<file path="src/rtl/video_timing_gen_if.sv">
// Register bus and raster outputs of video_timing_gen.
//   master : register-file client (drives address/data_in/wr, observes everything else)
//   slave  : the timing generator itself
//   address/data_in/wr/data_out : 3-bit register select, 16-bit write data, write strobe,
//                                 16-bit read data (decoded from the previous cycle's address)
//   hs/vs/de, hcount/vcount, x/y, h_tick/v_tick, irq_hsync/irq_vsync/irq_line : raster outputs
interface video_timing_gen_if #(
    parameter int CNT_BITS = 10
);
    logic [2:0]          address;
    logic [15:0]         data_in;
    logic [15:0]         data_out;
    logic                wr;
    logic                hs;
    logic                vs;
    logic                de;
    logic [CNT_BITS-1:0] hcount;
    logic [CNT_BITS-1:0] vcount;
    logic [CNT_BITS-1:0] x;
    logic [CNT_BITS-1:0] y;
    logic                h_tick;
    logic                v_tick;
    logic                irq_hsync;
    logic                irq_vsync;
    logic                irq_line;

    modport master (
        output address, data_in, wr,
        input  data_out, hs, vs, de, hcount, vcount, x, y,
               h_tick, v_tick, irq_hsync, irq_vsync, irq_line
    );

    modport slave (
        input  address, data_in, wr,
        output data_out, hs, vs, de, hcount, vcount, x, y,
               h_tick, v_tick, irq_hsync, irq_vsync, irq_line
    );
endinterface

</file>
<file path="src/rtl/video_timing_gen.sv">
// Parametrised raster timing generator: H/V counters, sync/DE, scaled pixel coordinates,
// line/frame ticks and a programmable line-compare interrupt. MODE writes go to a shadow
// register that becomes active only on the frame-start clock (hcount==0 && vcount==0).
// Ports:
//   i_clk : pixel clock
//   i_rst : asynchronous reset, active high
//   bus   : video_timing_gen_if.slave (register bus + raster outputs)
// Register map: 0 MODE (shadow, RW), 1 LINE_CMP (RW), 2 FRAME_CNT (RO), 3 Y (RO),
//               4 STATUS (W1C: [0] line hit, [1] vsync seen), 5..7 read as 0.
module video_timing_gen #(
    parameter int CNT_BITS  = 10,
    parameter int H_ACTIVE  = 640,
    parameter int H_FP      = 16,
    parameter int H_SYNC    = 96,
    parameter int H_BP      = 48,
    parameter int V_ACTIVE  = 480,
    parameter int V_FP      = 10,
    parameter int V_SYNC    = 2,
    parameter int V_BP      = 33,
    parameter int FCNT_BITS = 16
) (
    input  logic                i_clk,
    input  logic                i_rst,
    video_timing_gen_if.slave   bus
);
    typedef logic [CNT_BITS-1:0] cnt_t;

    localparam int H_TOT = H_ACTIVE + H_FP + H_SYNC + H_BP;
    localparam int V_TOT = V_ACTIVE + V_FP + V_SYNC + V_BP;

    localparam cnt_t H_LAST   = cnt_t'(H_TOT - 1);
    localparam cnt_t V_LAST   = cnt_t'(V_TOT - 1);
    localparam cnt_t H_ACT_C  = cnt_t'(H_ACTIVE);
    localparam cnt_t V_ACT_C  = cnt_t'(V_ACTIVE);
    localparam cnt_t HS_BEG_C = cnt_t'(H_ACTIVE + H_FP);
    localparam cnt_t HS_END_C = cnt_t'(H_ACTIVE + H_FP + H_SYNC);
    localparam cnt_t VS_BEG_C = cnt_t'(V_ACTIVE + V_FP);
    localparam cnt_t VS_END_C = cnt_t'(V_ACTIVE + V_FP + V_SYNC);

    cnt_t                 r_hcount;
    cnt_t                 r_vcount;
    logic [FCNT_BITS-1:0] r_frame_cnt;
    logic [4:0]           r_mode_shadow;
    logic [4:0]           r_mode;
    cnt_t                 r_line_cmp;
    logic [1:0]           r_status;
    logic [2:0]           r_addr;
    logic                 r_h_tick;
    logic                 r_v_tick;

    logic       w_frame_start;
    logic       w_hs_win;
    logic       w_vs_win;
    logic       w_hs_first;
    logic       w_vs_first;
    logic       w_line_hit;
    logic       w_wr_mode;
    logic       w_wr_cmp;
    logic       w_wr_status;
    logic [1:0] w_status_clr;
    logic [1:0] w_shift;
    cnt_t       w_y;

    assign w_frame_start = (r_hcount == '0) && (r_vcount == '0);
    assign w_hs_win      = (r_hcount >= HS_BEG_C) && (r_hcount < HS_END_C);
    assign w_vs_win      = (r_vcount >= VS_BEG_C) && (r_vcount < VS_END_C);
    assign w_hs_first    = (r_hcount == HS_BEG_C);
    assign w_vs_first    = (r_hcount == '0) && (r_vcount == VS_BEG_C);
    // vcount never reaches V_TOT, so a LINE_CMP at or beyond it simply never matches.
    assign w_line_hit    = r_mode[4] && (r_hcount == '0) && (r_vcount == r_line_cmp);

    assign w_wr_mode     = bus.wr && (bus.address == 3'd0);
    assign w_wr_cmp      = bus.wr && (bus.address == 3'd1);
    assign w_wr_status   = bus.wr && (bus.address == 3'd4);
    assign w_status_clr  = w_wr_status ? bus.data_in[1:0] : 2'b00;

    // Scale code 3 is reserved and behaves as 1x.
    always_comb begin
        w_shift = 2'd0;
        case (r_mode[1:0])
            2'd1:    w_shift = 2'd1;
            2'd2:    w_shift = 2'd2;
            default: w_shift = 2'd0;
        endcase
    end

    assign w_y = r_vcount >> w_shift;

    // Raster counters and frame counter.
    always_ff @(posedge i_clk or posedge i_rst) begin
        if (i_rst) begin
            r_hcount    <= '0;
            r_vcount    <= '0;
            r_frame_cnt <= '0;
        end else begin
            if (r_hcount == H_LAST) begin
                r_hcount <= '0;
                r_vcount <= (r_vcount == V_LAST) ? '0 : r_vcount + 1'b1;
            end else begin
                r_hcount <= r_hcount + 1'b1;
            end
            if (w_frame_start)
                r_frame_cnt <= r_frame_cnt + 1'b1;
        end
    end

    // Register file. The active MODE samples the shadow before this clock's write lands,
    // so a write on the frame-start clock is picked up one frame later.
    always_ff @(posedge i_clk or posedge i_rst) begin
        if (i_rst) begin
            r_mode_shadow <= '0;
            r_mode        <= '0;
            r_line_cmp    <= '0;
            r_status      <= '0;
            r_addr        <= '0;
        end else begin
            r_addr <= bus.address;
            if (w_wr_mode)
                r_mode_shadow <= bus.data_in[4:0];
            if (w_frame_start)
                r_mode <= r_mode_shadow;
            if (w_wr_cmp)
                r_line_cmp <= bus.data_in[CNT_BITS-1:0];
            // Hardware set beats a simultaneous write-one-to-clear.
            r_status <= (r_status & ~w_status_clr) | {w_vs_first, w_line_hit};
        end
    end

    // Line/frame ticks, one clock after the corresponding counter position.
    always_ff @(posedge i_clk or posedge i_rst) begin
        if (i_rst) begin
            r_h_tick <= 1'b0;
            r_v_tick <= 1'b0;
        end else begin
            r_h_tick <= (r_hcount == '0);
            r_v_tick <= w_frame_start;
        end
    end

    // Read data decodes the address captured on the previous clock.
    always_comb begin
        bus.data_out = '0;
        case (r_addr)
            3'd0:    bus.data_out = 16'(r_mode_shadow);
            3'd1:    bus.data_out = 16'(r_line_cmp);
            3'd2:    bus.data_out = 16'(r_frame_cnt);
            3'd3:    bus.data_out = 16'(w_y);
            3'd4:    bus.data_out = 16'(r_status);
            default: bus.data_out = '0;
        endcase
    end

    // Sync windows are inverted unless the polarity bit selects active-high.
    assign bus.hs        = w_hs_win ^ ~r_mode[2];
    assign bus.vs        = w_vs_win ^ ~r_mode[3];
    assign bus.de        = (r_hcount < H_ACT_C) && (r_vcount < V_ACT_C);
    assign bus.hcount    = r_hcount;
    assign bus.vcount    = r_vcount;
    assign bus.x         = r_hcount >> w_shift;
    assign bus.y         = w_y;
    assign bus.h_tick    = r_h_tick;
    assign bus.v_tick    = r_v_tick;
    assign bus.irq_hsync = w_hs_first;
    assign bus.irq_vsync = w_vs_first;
    assign bus.irq_line  = r_status[0] & r_mode[4];
endmodule

</file>
<file path="src/flat_wrapper.sv">
// flat-port wrapper written by rule: the top's interface ports become plain ports
module video_timing_gen_flat 
#(
    parameter int CNT_BITS  = 10,
    parameter int H_ACTIVE  = 640,
    parameter int H_FP      = 16,
    parameter int H_SYNC    = 96,
    parameter int H_BP      = 48,
    parameter int V_ACTIVE  = 480,
    parameter int V_FP      = 10,
    parameter int V_SYNC    = 2,
    parameter int V_BP      = 33,
    parameter int FCNT_BITS = 16
)
  (i_clk, i_rst, bus_address, bus_data_in, bus_wr, bus_data_out, bus_hs, bus_vs, bus_de, bus_hcount, bus_vcount, bus_x, bus_y, bus_h_tick, bus_v_tick, bus_irq_hsync, bus_irq_vsync, bus_irq_line);
  video_timing_gen_if #(.CNT_BITS(CNT_BITS)) bus_i ();
  input  logic i_clk;
  input  logic i_rst;
  input wire logic [$bits(bus_i.address)-1:0] bus_address;
  input wire logic [$bits(bus_i.data_in)-1:0] bus_data_in;
  input wire logic [$bits(bus_i.wr)-1:0] bus_wr;
  output wire logic [$bits(bus_i.data_out)-1:0] bus_data_out;
  output wire logic [$bits(bus_i.hs)-1:0] bus_hs;
  output wire logic [$bits(bus_i.vs)-1:0] bus_vs;
  output wire logic [$bits(bus_i.de)-1:0] bus_de;
  output wire logic [$bits(bus_i.hcount)-1:0] bus_hcount;
  output wire logic [$bits(bus_i.vcount)-1:0] bus_vcount;
  output wire logic [$bits(bus_i.x)-1:0] bus_x;
  output wire logic [$bits(bus_i.y)-1:0] bus_y;
  output wire logic [$bits(bus_i.h_tick)-1:0] bus_h_tick;
  output wire logic [$bits(bus_i.v_tick)-1:0] bus_v_tick;
  output wire logic [$bits(bus_i.irq_hsync)-1:0] bus_irq_hsync;
  output wire logic [$bits(bus_i.irq_vsync)-1:0] bus_irq_vsync;
  output wire logic [$bits(bus_i.irq_line)-1:0] bus_irq_line;
  assign bus_i.address = bus_address;
  assign bus_i.data_in = bus_data_in;
  assign bus_i.wr = bus_wr;
  assign bus_data_out = bus_i.data_out;
  assign bus_hs = bus_i.hs;
  assign bus_vs = bus_i.vs;
  assign bus_de = bus_i.de;
  assign bus_hcount = bus_i.hcount;
  assign bus_vcount = bus_i.vcount;
  assign bus_x = bus_i.x;
  assign bus_y = bus_i.y;
  assign bus_h_tick = bus_i.h_tick;
  assign bus_v_tick = bus_i.v_tick;
  assign bus_irq_hsync = bus_i.irq_hsync;
  assign bus_irq_vsync = bus_i.irq_vsync;
  assign bus_irq_line = bus_i.irq_line;
  video_timing_gen #(.CNT_BITS(CNT_BITS), .H_ACTIVE(H_ACTIVE), .H_FP(H_FP), .H_SYNC(H_SYNC), .H_BP(H_BP), .V_ACTIVE(V_ACTIVE), .V_FP(V_FP), .V_SYNC(V_SYNC), .V_BP(V_BP), .FCNT_BITS(FCNT_BITS)) u_core (.i_clk(i_clk), .i_rst(i_rst), .bus(bus_i));
endmodule
</file>
<file path="config.mk">
export PLATFORM = sky130hd
export DESIGN_NAME = video_timing_gen_flat
export DESIGN_NICKNAME = d
export VERILOG_FILES = /design/src/rtl/video_timing_gen_if.sv /design/src/rtl/video_timing_gen.sv /design/src/flat_wrapper.sv
export SDC_FILE = /design/constraint.sdc
export NUM_CORES = 1
export LEC_CHECK = 0
export CAP_MARGIN = 10
export CORE_MARGIN = 10
export CORE_UTILIZATION = 51
export DETAILED_ROUTE_END_ITERATION = 12
export GPL_TIMING_DRIVEN = 1
export PLACE_DENSITY = 0.88
export SYNTH_ARGS = -nofsm -noshare
export SYNTH_HDL_FRONTEND = slang
export SYNTH_SLANG_ARGS = --single-unit
</file>
<file path="constraint.sdc">
create_clock -name i_clk -period 3.35 [get_ports i_clk]
set_clock_uncertainty 0.15 [all_clocks]
set_input_delay 1.005 -clock i_clk [delete_from_list [all_inputs] [get_ports i_clk]]
set_output_delay 1.005 -clock i_clk [all_outputs]
set_load 0.02 [all_outputs]
</file>
-- Word-level counts from Yosys, hierarchy flattened
Index checks and enable logic that the tools add are counted.
- flip-flop bits (word level): 63
- logic and storage cells: 61
- add/subtract/negate cells: 3
- $lt $le $gt $ge: 6
- equality and inequality tests: 13
- shift-type cells: 2
- muxes and demuxes: 5
- bitwise logic cells: 8
- reduce and logical (&&, ||, !) cells: 14
- operators by type and width (cell ; number):
    $pmux W16 S5 ; 1
    $eq A10 B10 Y1 const B ; 3
    $add A10 B1 Y10 const B ; 2
    $logic_not A10 Y1 ; 2
    $lt A10 B10 Y1 const B ; 2
    $lt A10 B9 Y1 const B ; 2
    $mux W10 ; 2
    $shr A10 B2 Y10 ; 2
    $add A16 B1 Y16 const B ; 1
    $eq A10 B10 Y1 ; 1
    $eq A10 B9 Y1 const B ; 1
    $ge A10 B10 Y1 const B ; 1
    $ge A10 B9 Y1 const B ; 1
    $logic_and A1 B1 Y1 ; 10
    $eq A3 B1 Y1 const B ; 2
    $eq A3 B2 Y1 const B ; 2
    $eq A3 B3 Y1 const B ; 2
    $logic_not A3 Y1 ; 2
    $pmux W2 S2 ; 1
    $and A2 B2 Y2 ; 1
    $eq A2 B1 Y1 const B ; 1
    $eq A2 B2 Y1 const B ; 1
    $mux W2 ; 1
    $not A1 Y1 ; 2
    4 further kinds ; 5

-- Depth between registers and ports, before layout
Gate-level depths: netlist of the first run.
- depth after elaboration: 6
- mapped depth: 8

-- Worst setup path before layout of the first run
Ideal clock, no wire load.
- path type: flip-flop to output port
- start point: register u_core.r_mode[1]
- end point: output bus_data_out[6]
- arrival: 1.978 ns
- data required time: 2.195 ns
- slack: 0.217 ns
- stages on the path, launching flop included: 7
- cells stage by stage: dfrtp_1 -> clkbuf_1 -> xor2_1 -> o22ai_1 -> nor2_1 -> mux2i_1 -> o21ai_0
- cells in the longest elaborated chain, start to end: 4
- elaborated cells between the ends (all ways): 5
- classes of those cells: eq/ne (2); shift (1); mux (2)
- RTL lines (what ; RTL line ; RTL):
    start: declaration ; video_timing_gen.sv:44 ; logic [4:0] r_mode;
    start signal: assignment ; video_timing_gen.sv:121 ; r_mode <= r_mode_shadow;
    $eq A2 B2 Y1 / $eq A2 B1 Y1 (equally long branches) ; video_timing_gen.sv:80 ; case (r_mode[1:0])
    $pmux W2 S2 * ; video_timing_gen.sv:80 ;
    $shr A10 B2 Y10 * ; video_timing_gen.sv:87 ; assign w_y = r_vcount >> w_shift;
    via bus_y[6] ; flat_wrapper.sv:29 ; output wire logic [$bits(bus_i.y)-1:0] bus_y;
    $pmux W16 S5 * ; video_timing_gen.sv:143 ; case (r_addr)
    end: declaration ; flat_wrapper.sv:22 ; output wire logic [$bits(bus_i.data_out)-1:0] bus_data_out;
The timed path passes the listed nets; every way through them passes the cells marked *.

-- Worst setup path after layout of the first run
- start point: register u_core.r_hcount[1] (netlist: u_core.bus.hcount[1])
- end point: output bus_irq_hsync
- cells in the longest elaborated chain, start to end: 1
- RTL lines (what ; RTL line ; RTL):
    start: declaration ; video_timing_gen.sv:40 ; cnt_t r_hcount;
    start signal: assignment ; video_timing_gen.sv:100 ; r_hcount <= r_hcount + 1'b1;
    $eq A10 B10 Y1 ; video_timing_gen.sv:67 ; assign w_hs_first = (r_hcount == HS_BEG_C);
    end: declaration ; flat_wrapper.sv:32 ; output wire logic [$bits(bus_i.irq_hsync)-1:0] bus_irq_hsync;
No other way between the ends.

==> flow_metrics.env, run 1 <==
export IMPL_grt_max_degree=36
export IMPL_dp_cells=576
export IMPL_yosysTopAreaCell="dfrtp_1"
export IMPL_hp_start="u_core.r_frame_cnt[15]$_DFFE_PP0P_"
export IMPL_p_switching_uw=444
export IMPL_period_minus_slack_ns=3.31
export IMPL_syn_inst=388
export IMPL_crit_path_start="u_core.bus.hcount[1]$_DFF_PP0_"
export IMPL_power_density_nw_per_um2=339
export IMPL_num_antenna_cells=0
export IMPL_end_kind="output pin"
export IMPL_antenna_found_initial=0
export IMPL_topRoutingLayerUsed="met4"
export IMPL_place_congestion=0.889
export IMPL_max_freq_mhz=302
export IMPL_first_global_vias=3520
export IMPL_drt_wl_total_mm=11.1
export IMPL_worstMarginPinSlew_ns=0.669
export IMPL_synthesis_nets=416
export IMPL_grt_pass1_wl_mm=17.8
export IMPL_clock_sinks=63
export IMPL_rsz0062_at_grt="no"
export IMPL_synth_top_area_share=0.416
export IMPL_ys_seq_elements=63
export IMPL_clkTransAtPathRegs_ns=0.07
export IMPL_clk_path_buf_depth=2
export IMPL_synth_yosys_seq_area_share=0.416
export IMPL_drt_first_pass_iters=7
export IMPL_drive_gt1_frac=0.231
export IMPL_synthArstFlopShare=1.00
export IMPL_path_max_fanout=3
export IMPL_area_growth_pct=34.2
export IMPL_finalNonFillerCells=593
export IMPL_cts_hold_buffers=0
export IMPL_cts_tree="done"
export IMPL_r2r_start="u_core.bus.hcount[1]$_DFF_PP0_"
export IMPL_ant_nets=0
export IMPL_wl_met3_mm=1.03
export IMPL_critPathKind="flop to output pin"
export IMPL_seq_power_share=0.499
export IMPL_ys_types=51
export IMPL_num_rows=31
export IMPL_die_y_um=106
export IMPL_synth_edf_count=0
export IMPL_core_area_um2=7250
export IMPL_finalHoldViolCount=0
export IMPL_p_sw_frac=0.258
export IMPL_route_detailed_drc=0
export IMPL_htreeDepth=3
export IMPL_crit_required_ns=2.19
export IMPL_grt_ovfl_total=0
export IMPL_ys_flop_type="dfrtp_1"
export IMPL_pwr_share_clk=0.380
export IMPL_maxSlewViolCount=0
export IMPL_cp_start_kind="flop"
export IMPL_final_cell_mix="dfrtp_1 (57), clkdlybuf4s50_1 (48), buf_4 (40), nor2_1 (32), o21ai_0 (31)"
export IMPL_n_fill_cell=508
export IMPL_cts_buffers=9
export IMPL_hp_class="flop to flop"
export IMPL_synth_area_um2=3790
export IMPL_setup_viol_count_final=0
export IMPL_die_area_um2=11300
export IMPL_layout_nets=517
export IMPL_via_per_inst=5.93
export IMPL_ir_worst_vdd_mv=0.226
export IMPL_outcome="complete, no violations"
export IMPL_dr_first_iter_drc_count=287
export IMPL_final_common_cell="dfrtp_1"
export IMPL_final_core_util=0.701
export IMPL_clock_root_buffer="clkbuf_8"
export IMPL_power_leakage_nw=2.42
export IMPL_combPwrFrac=0.120
export IMPL_numPortBuffers=79
export IMPL_synth_warnings=0
export IMPL_period_share=0.989
export IMPL_ioPinCount=86
export IMPL_place_hpwl_mm=8.15
export IMPL_synth_top_cells_by_area="dfrtp_1 (42%), mux2_2 (6.8%), xor2_1 (4.9%)"
export IMPL_routedWlPerCell_um=18.8
export IMPL_cp_arrival_ns=2.16
export IMPL_maxCapViolCount=0
export IMPL_internal_power_mw=1.28
export IMPL_die_x_um=106
export IMPL_wl_met2_mm=5.49
export IMPL_grtUsageTotal=0.195
export IMPL_start_util=0.522
export IMPL_vias=3517
export IMPL_avgSynthCellArea_um2=9.76
export IMPL_slew_headroom=0.550
export IMPL_met1_length_mm=4.21
export IMPL_clk_latency_ns=0.35
==> per-layer routing <==
metal | up-vias | global-route usage
met5 | - | 0
met4 | 0 | 0.108
met3 | 32 | 0.0411
met2 | 214 | 0.323
met1 | 1703 | 0.232
li1 | 1568 | -
==> cells in the mapped netlist, drive strengths merged, types with 10 or more instances <==
master,n
and2,10
mux2,23
clkbuf,23
dfrtp,63
mux2i,10
nand4,10
nand2,21
nand3,10
nor2,33
o21ai,31
xor2,21
xnor2,18
==> layout make-up <==
type	count	area (um2)	area share
Sequential cell	63	1580	0.312
Inverter	8	30.0	0.00591
Tap cell	99	124	0.0244
Multi-Input combinational cell	288	2090	0.411
Clock inverter	4	45.0	0.00886
Timing Repair Buffer	119	1060	0.209
Clock buffer	12	145	0.0286
==> timing repair <==
action                                 CTS  global route
cloned                                   0             0
resized for setup                       38            27
setup buffers                            1             0
setup endpoints to repair               25            19
endpoints found under the hold margin    0             0
==> power groups by stage <==
stage / Sequential [mW] / Clock, mW / Combinational (mW)
global placement: 0.869 / 0 / 0.205
floorplan: 0.847 / 0 / 0.138
finish: 0.859 / 0.655 / 0.207
CTS: 0.857 / 0.661 / 0.212
global route: 0.864 / 0.688 / 0.226
detailed placement: 0.872 / 0 / 0.213
==> path summary, 6_finish.rpt <==
check                           depth (start not counted)  slack [ns]                                 end
max in group asynchronous                               3        1.76        u_core.r_mode[1]$_DFFE_PP0P_
worst max register to register                          8        0.41  u_core.r_frame_cnt[15]$_DFFE_PP0P_
worst min-delay path                                    1        0.32  u_core.r_frame_cnt[15]$_DFFE_PP0P_
worst max-delay path                                    6        0.04                       bus_irq_hsync
worst min register to register                          1        0.32  u_core.r_frame_cnt[15]$_DFFE_PP0P_
min in group asynchronous                               3        0.90         u_core.bus.v_tick$_DFF_PP0_
==> through the flow <==
step	area (um2)	hold slack (ns)	TNS (ns)	power [mW]	setup WS, ns
3_5_place_dp	4850	0.315	0	1.08	0.0776
5_1_grt	5080	0.377	0	1.78	0.00126
6_report	5080	0.323	0	1.72	0.0371
3_3_place_gp	4850	0.301	0	1.07	0.0907
2_1_floorplan	3790	0.287	0	0.985	0.217
4_1_cts	5070	0.327	-0.00609	1.73	-0.00609
==> state kept, by name, indices dropped and copies added (netlist names) <==
name                  count
u_core.r_frame_cnt       16
u_core.bus.hcount        10
u_core.bus.vcount        10
u_core.r_line_cmp        10
u_core.r_mode             5
u_core.r_mode_shadow      5
u_core.r_addr             3
u_core.r_status           2
u_core.bus.h_tick         1
u_core.bus.v_tick         1
==> cells by family after synthesis <==
group,share of synthesized area
buffers and inverters,0.0472
adders and majority gates,0.0198
DFF,0.416
and+or+nand+nor,0.210
AOI/OAI and AO/OA,0.103
muxes,0.113
xor gates and xnor gates,0.0902
==> critical path, stage by stage, from the launching register on <==
cell      delay [ns]
dfrtp_1         0.40
inv_1           0.08
ha_1            0.14
or4b_4          0.49
buf_4           0.17
nor3_1          0.30
clkbuf_2        0.24
(Power assumes the default switching activity.)
==> run 2, diff against run 1 <==
--- a/config.mk
+++ b/config.mk
@@ -7,10 +7,11 @@
 export LEC_CHECK = 0
 export CAP_MARGIN = 10
 export CORE_MARGIN = 10
-export CORE_UTILIZATION = 51
+export CORE_UTILIZATION = 56
+export CTS_BUF_LIST = sky130_fd_sc_hd__clkbuf_2
 export DETAILED_ROUTE_END_ITERATION = 12
 export GPL_TIMING_DRIVEN = 1
-export PLACE_DENSITY = 0.88
+export PLACE_DENSITY = 0.95
 export SYNTH_ARGS = -nofsm -noshare
 export SYNTH_HDL_FRONTEND = slang
 export SYNTH_SLANG_ARGS = --single-unit
==> constraint.sdc (replaced) <==
create_clock -name i_clk -period 4 [get_ports i_clk]
set_clock_uncertainty 0.15 [all_clocks]
set_input_delay 1.2 -clock i_clk [delete_from_list [all_inputs] [get_ports i_clk]]
set_output_delay 1.2 -clock i_clk [all_outputs]
set_load 0.02 [all_outputs]
==> flow_metrics.env, run 2 (synthesis gave the netlist of run 1 again) <==
export IMPL_die_y_um=102
export IMPL_clk_path_buf_depth=2
export IMPL_cp_start_kind="flop"
export IMPL_power_leakage_nw=2.13
export IMPL_numPortBuffers=79
export IMPL_seq_power_share=0.610
export IMPL_period_share=0.961
export IMPL_worstMarginPinSlew_ns=0.780
export IMPL_final_cell_mix="clkdlybuf4s50_1 (68), dfrtp_1 (54), nor2_1 (33), o21ai_0 (31), mux2_2 (23)"
export IMPL_first_global_vias=3269
export IMPL_clock_sinks=63
export IMPL_critPathKind="flop to output pin"
export IMPL_clk_latency_ns=0.50
export IMPL_place_congestion=0.867
export IMPL_core_area_um2=6460
export IMPL_layout_nets=487
export IMPL_busiest_layer="met2"
export IMPL_finalHoldViolCount=0
export IMPL_route_detailed_drc=0
export IMPL_r2r_start="u_core.bus.hcount[0]$_DFF_PP0_"
export IMPL_via_per_inst=6.22
export IMPL_antenna_found_initial=0
export IMPL_grtUsageTotal=0.201
export IMPL_max_freq_mhz=260
export IMPL_internal_power_uw=847
export IMPL_num_antenna_cells=0
export IMPL_maxSlewViolCount=0
export IMPL_rsz0062_at_grt="no"
export IMPL_ir_worst_vdd_mv=0.220
export IMPL_grt_ovfl_total=0
export IMPL_crit_path_start="u_core.bus.hcount[0]$_DFF_PP0_"
export IMPL_slew_headroom=0.480
export IMPL_r2r_slack_ns=1.13
export IMPL_cts_tree="done"
export IMPL_cts_setup_buffers=0
export IMPL_pwr_share_clk=0.249
export IMPL_largest_reg_flops=16
export IMPL_start_util=0.586
export IMPL_r2r_end="u_core.r_frame_cnt[15]$_DFFE_PP0P_"
export IMPL_setup_viol_count_final=0
export IMPL_routedWlPerCell_um=18.9
export IMPL_clkTransAtPathRegs_ns=0.17
export IMPL_cts_buffers=9
export IMPL_die_x_um=102
export IMPL_drt_wl_total_mm=10.2
export IMPL_area_growth_pct=24.9
export IMPL_cts_hold_buffers=0
export IMPL_drive_gt1_frac=0.162
export IMPL_cp_arrival_ns=2.49
export IMPL_crit_required_ns=2.65
export IMPL_num_rows=29
export IMPL_dr_first_iter_drc_count=274
export IMPL_globalRouteMet3Util=0.0594
export IMPL_maxCapViolCount=0
export IMPL_power_density_nw_per_um2=250
export IMPL_r2r_cells=7
export IMPL_finalHoldWorstSlack_ns=0.325
export IMPL_cts_resized=12
export IMPL_period_minus_slack_ns=3.84
export IMPL_outcome="complete, no violations"
export IMPL_p_switching_uw=334
export IMPL_combPwrFrac=0.141
export IMPL_vias=3355
export IMPL_cp_endpoint="bus_irq_vsync"
export IMPL_drt_first_pass_iters=5
export IMPL_ioPinCount=86
export IMPL_grt_max_degree=64
export IMPL_ant_nets=0
export IMPL_clock_root_buffer="clkbuf_2"
export IMPL_grt_pass1_wl_mm=16.6
export IMPL_htreeDepth=3
export IMPL_hp_class="flop to flop"
export IMPL_tns_ns=0
export IMPL_place_hpwl_mm=7.68
export IMPL_end_kind="output pin"
export IMPL_regMostFlops="u_core.r_frame_cnt"
export IMPL_final_common_cell="clkdlybuf4s50_1"
export IMPL_p_sw_frac=0.283
export IMPL_use_met1=0.236
export IMPL_die_area_um2=10500
export IMPL_path_max_fanout=7
export IMPL_met2_usage=0.331
-- run 2: worst min path at each step --
stage | to | startpoint | cells after the start
after floorplan | u_core.r_frame_cnt[15]$_DFFE_PP0P_ | u_core.r_frame_cnt[15]$_DFFE_PP0P_ | 1
after global placement | u_core.r_frame_cnt[15]$_DFFE_PP0P_ | u_core.r_frame_cnt[15]$_DFFE_PP0P_ | 1
after detailed placement | u_core.r_frame_cnt[15]$_DFFE_PP0P_ | u_core.r_frame_cnt[15]$_DFFE_PP0P_ | 1
after CTS | u_core.r_frame_cnt[15]$_DFFE_PP0P_ | u_core.r_frame_cnt[15]$_DFFE_PP0P_ | 1
after global routing | u_core.r_frame_cnt[15]$_DFFE_PP0P_ | u_core.r_frame_cnt[15]$_DFFE_PP0P_ | 1
final | u_core.r_frame_cnt[15]$_DFFE_PP0P_ | u_core.r_frame_cnt[15]$_DFFE_PP0P_ | 1
-- run 2: layout make-up --
type | count | area (um2)
Multi-Input combinational cell | 288 | 2070
Fill cell | 451 | 1730
Sequential cell | 63 | 1590
Timing Repair Buffer | 89 | 876
Tap cell | 77 | 96.3
Clock buffer | 12 | 60.1
Inverter | 8 | 30.0
Clock inverter | 2 | 10.0
-- run 2: critical path, stage by stage, from the launching register on --
cell and delay [ns]:
dfrtp_2 0.48, inv_1 0.10, ha_1 0.14, or4b_4 0.50, nor2_1 0.18, and3_1 0.25, clkdlybuf4s15_1 0.33
-- run 2: power by group through the flow --
stage / clock network, mW / logic [mW] / registers, mW
floorplan: 0 / 0.116 / 0.709
global placement: 0 / 0.164 / 0.727
finish: 0.294 / 0.166 / 0.721
detailed placement: 0 / 0.170 / 0.731
global route: 0.333 / 0.182 / 0.725
CTS: 0.303 / 0.168 / 0.719
-- run 2: per-stage QoR --
step | cell area, um2 | total power [mW] | setup slack, ns | std cells | utilization
after floorplan | 3790 | 0.825 | 0.672 | 388 | -
after global placement | 4610 | 0.892 | 0.457 | 525 | 0.713
after detailed placement | 4610 | 0.901 | 0.414 | 525 | 0.713
after CTS | 4700 | 1.19 | 0.00570 | 539 | 0.728
after global routing | 4730 | 1.24 | 0.0128 | 539 | 0.732
final | 4730 | 1.18 | 0.156 | 539 | 0.732
-- run 2: routing by layer --
layer	routed length [um]	vias up	share of wire
li1	-	1518	-
met1	3820	1624	0.38
met2	5040	175	0.50
met3	953	38	0.094
met4	354	0	0.035
met5	0	-	0
==> run 3, diff against run 2 <==
--- a/config.mk
+++ b/config.mk
@@ -12,6 +12,7 @@
 export DETAILED_ROUTE_END_ITERATION = 12
 export GPL_TIMING_DRIVEN = 1
 export PLACE_DENSITY = 0.95
+export SLEW_MARGIN = 20
 export SYNTH_ARGS = -nofsm -noshare
 export SYNTH_HDL_FRONTEND = slang
 export SYNTH_SLANG_ARGS = --single-unit
==> constraint.sdc (replaced) <==
create_clock -name i_clk -period 4 [get_ports i_clk]
set_clock_uncertainty 0.15 [all_clocks]
set_input_delay 0.8 -clock i_clk [delete_from_list [all_inputs] [get_ports i_clk]]
set_output_delay 0.8 -clock i_clk [all_outputs]
set_load 0.02 [all_outputs]
==> flow_metrics.env, run 3 (synthesis gave the netlist of run 1 again) <==
export IMPL_outcome="complete, no violations"
export IMPL_die_area_um2=10500
export IMPL_period_share=0.955
export IMPL_hp_start="u_core.r_frame_cnt[15]$_DFFE_PP0P_"
export IMPL_rsz0062_at_grt="no"
export IMPL_final_common_cell="clkdlybuf4s50_1"
export IMPL_worst_path_largest_cell_delay_ns=0.65
export IMPL_final_area_um2=4720
export IMPL_seq_power_share=0.543
export IMPL_via_per_inst=6.21
export IMPL_start_util=0.586
export IMPL_final_cell_mix="clkdlybuf4s50_1 (79), dfrtp_1 (61), nor2_1 (33), o21ai_0 (31), mux2_2 (23)"
export IMPL_power_leakage_nw=2.03
export IMPL_die_y_um=102
export IMPL_drt_wl_total_mm=10.4
export IMPL_slew_headroom=0.534
export IMPL_crit_required_ns=3.05
export IMPL_worst_path_max_delay_cell="clkdlybuf4s50_1"
export IMPL_clock_sinks=63
export IMPL_grt_ovfl_total=0
export IMPL_internal_power_uw=972
export IMPL_p_switching_uw=357
export IMPL_wl_met2_mm=5.35
export IMPL_met1_length_mm=3.98
export IMPL_cts_resized=0
export IMPL_grt_pass1_wl_mm=16.3
export IMPL_place_congestion=0.875
export IMPL_tns_ns=0
export IMPL_path_cells="xor2_1 -> o22ai_1 -> nor2_1 -> mux4_2 -> nor2b_1 -> clkdlybuf4s50_1"
export IMPL_crit_path_start="u_core.r_mode[1]$_DFFE_PP0P_"
export IMPL_topRoutingLayerUsed="met4"
export IMPL_regMostFlops="u_core.r_frame_cnt"
export IMPL_dr_first_iter_drc_count=329
export IMPL_maxSlewViolCount=0
export IMPL_wl_met3_um=897
export IMPL_setup_viol_count_final=0
export IMPL_critPathKind="flop to output pin"
export IMPL_ant_nets=0
export IMPL_pwr_share_clk=0.326
export IMPL_period_minus_slack_ns=3.82
export IMPL_route_detailed_drc=0
export IMPL_clkTransAtPathRegs_ns=0.17
export IMPL_path_max_fanout=6
export IMPL_power_density_nw_per_um2=282
export IMPL_largest_reg_flops=16
export IMPL_numPortBuffers=79
export IMPL_cts_setup_buffers=0
export IMPL_ir_worst_vdd_mv=0.210
export IMPL_hp_class="flop to flop"
export IMPL_cp_start_kind="flop"
export IMPL_place_worst_setup_slack_ns=0.743
export IMPL_die_x_um=102
export IMPL_layout_nets=484
export IMPL_clk_path_buf_depth=2
export IMPL_grtUsageTotal=0.198
export IMPL_vias=3341
export IMPL_n_fill_cell=453
export IMPL_max_freq_mhz=262
export IMPL_cts_tree="done"
export IMPL_p_sw_frac=0.269
export IMPL_place_hpwl_mm=7.90
export IMPL_worstMarginPinSlew_ns=0.698
export IMPL_num_rows=29
export IMPL_routedWlPerCell_um=19.4
export IMPL_place_area_um2=4580
export IMPL_num_antenna_cells=0
export IMPL_clk_latency_ns=0.52
export IMPL_cts_buffers=9
export IMPL_core_area_um2=6460
export IMPL_drive_gt1_frac=0.134
export IMPL_antenna_found_initial=0
export IMPL_area_growth_pct=24.6
export IMPL_setup_ws_ns=0.180
export IMPL_htreeDepth=3
export IMPL_final_core_util=0.731
export IMPL_ioPinCount=86
export IMPL_maxCapViolCount=0
export IMPL_combPwrFrac=0.131
export IMPL_finalHoldViolCount=0
export IMPL_clock_root_buffer="clkbuf_2"
export IMPL_cts_hold_buffers=0
export IMPL_cp_arrival_ns=2.87
export IMPL_grt_max_degree=34
export IMPL_end_kind="output pin"
export IMPL_first_global_vias=3222
export IMPL_drt_first_pass_iters=5
export IMPL_r2r_start="u_core.bus.hcount[0]$_DFF_PP0_"
[run 3: critical path, delay by kind of cell, from the launching register on]
| family | cells | cell delay, ns |
|---|---|---|
| AO/OA/AOI/OAI | 1 | 0.16 |
| flip-flops | 1 | 0.48 |
| buffers and inverters | 1 | 0.65 |
| AND/OR/NAND/NOR | 2 | 0.38 |
| XOR/XNOR | 1 | 0.41 |
| multiplexers | 1 | 0.28 |
[run 3: routing by layer]
| metal | vias to the layer above | global-route usage |
|---|---|---|
| met1 | 1639 | 0.230 |
| met3 | 22 | 0.0580 |
| li1 | 1509 | - |
| met5 | - | 0 |
| met2 | 171 | 0.338 |
| met4 | 0 | 0.0748 |
[run 3: stage by stage]
step                      hold slack [ns]  instances  total power [mW]
after CTS                           0.337        538              1.34
after global routing                0.358        538              1.38
after detailed placement            0.317        522             0.904
after global placement              0.301        522             0.892
after floorplan                     0.287        388             0.825
final                               0.337        538              1.33
[run 3: worst paths after layout]
path / cells after the start / slack, ns / end
min in group asynchronous: 3 / 0.52 / u_core.r_line_cmp[4]$_DFFE_PP0P_
worst max-delay path: 6 / 0.18 / bus_data_out[4]
worst min register to register: 1 / 0.34 / u_core.r_frame_cnt[15]$_DFFE_PP0P_
worst min-delay path: 1 / 0.34 / u_core.r_frame_cnt[15]$_DFFE_PP0P_
max in group asynchronous: 3 / 2.82 / u_core.bus.vcount[5]$_DFFE_PP0N_
worst max register to register: 7 / 1.16 / u_core.r_frame_cnt[15]$_DFFE_PP0P_
[run 3: power by group through the flow]
stage / clock network, mW / logic [mW] / registers (mW)
3_5_place_dp: 0 / 0.174 / 0.730
2_1_floorplan: 0 / 0.116 / 0.709
5_1_grt: 0.467 / 0.186 / 0.724
6_report: 0.434 / 0.174 / 0.722
4_1_cts: 0.443 / 0.175 / 0.719
3_3_place_gp: 0 / 0.165 / 0.727
[run 3: final cells by class]
type | count | area (um2) | share of cell area
clock buffer | 9 | 45.0 | 0.00954
multi-input combinational | 288 | 2040 | 0.432
tap | 77 | 96.3 | 0.0204
timing repair buffer | 86 | 843 | 0.179
inverter | 8 | 30.0 | 0.00636
clock inverter | 7 | 87.6 | 0.0186
sequential | 63 | 1580 | 0.335
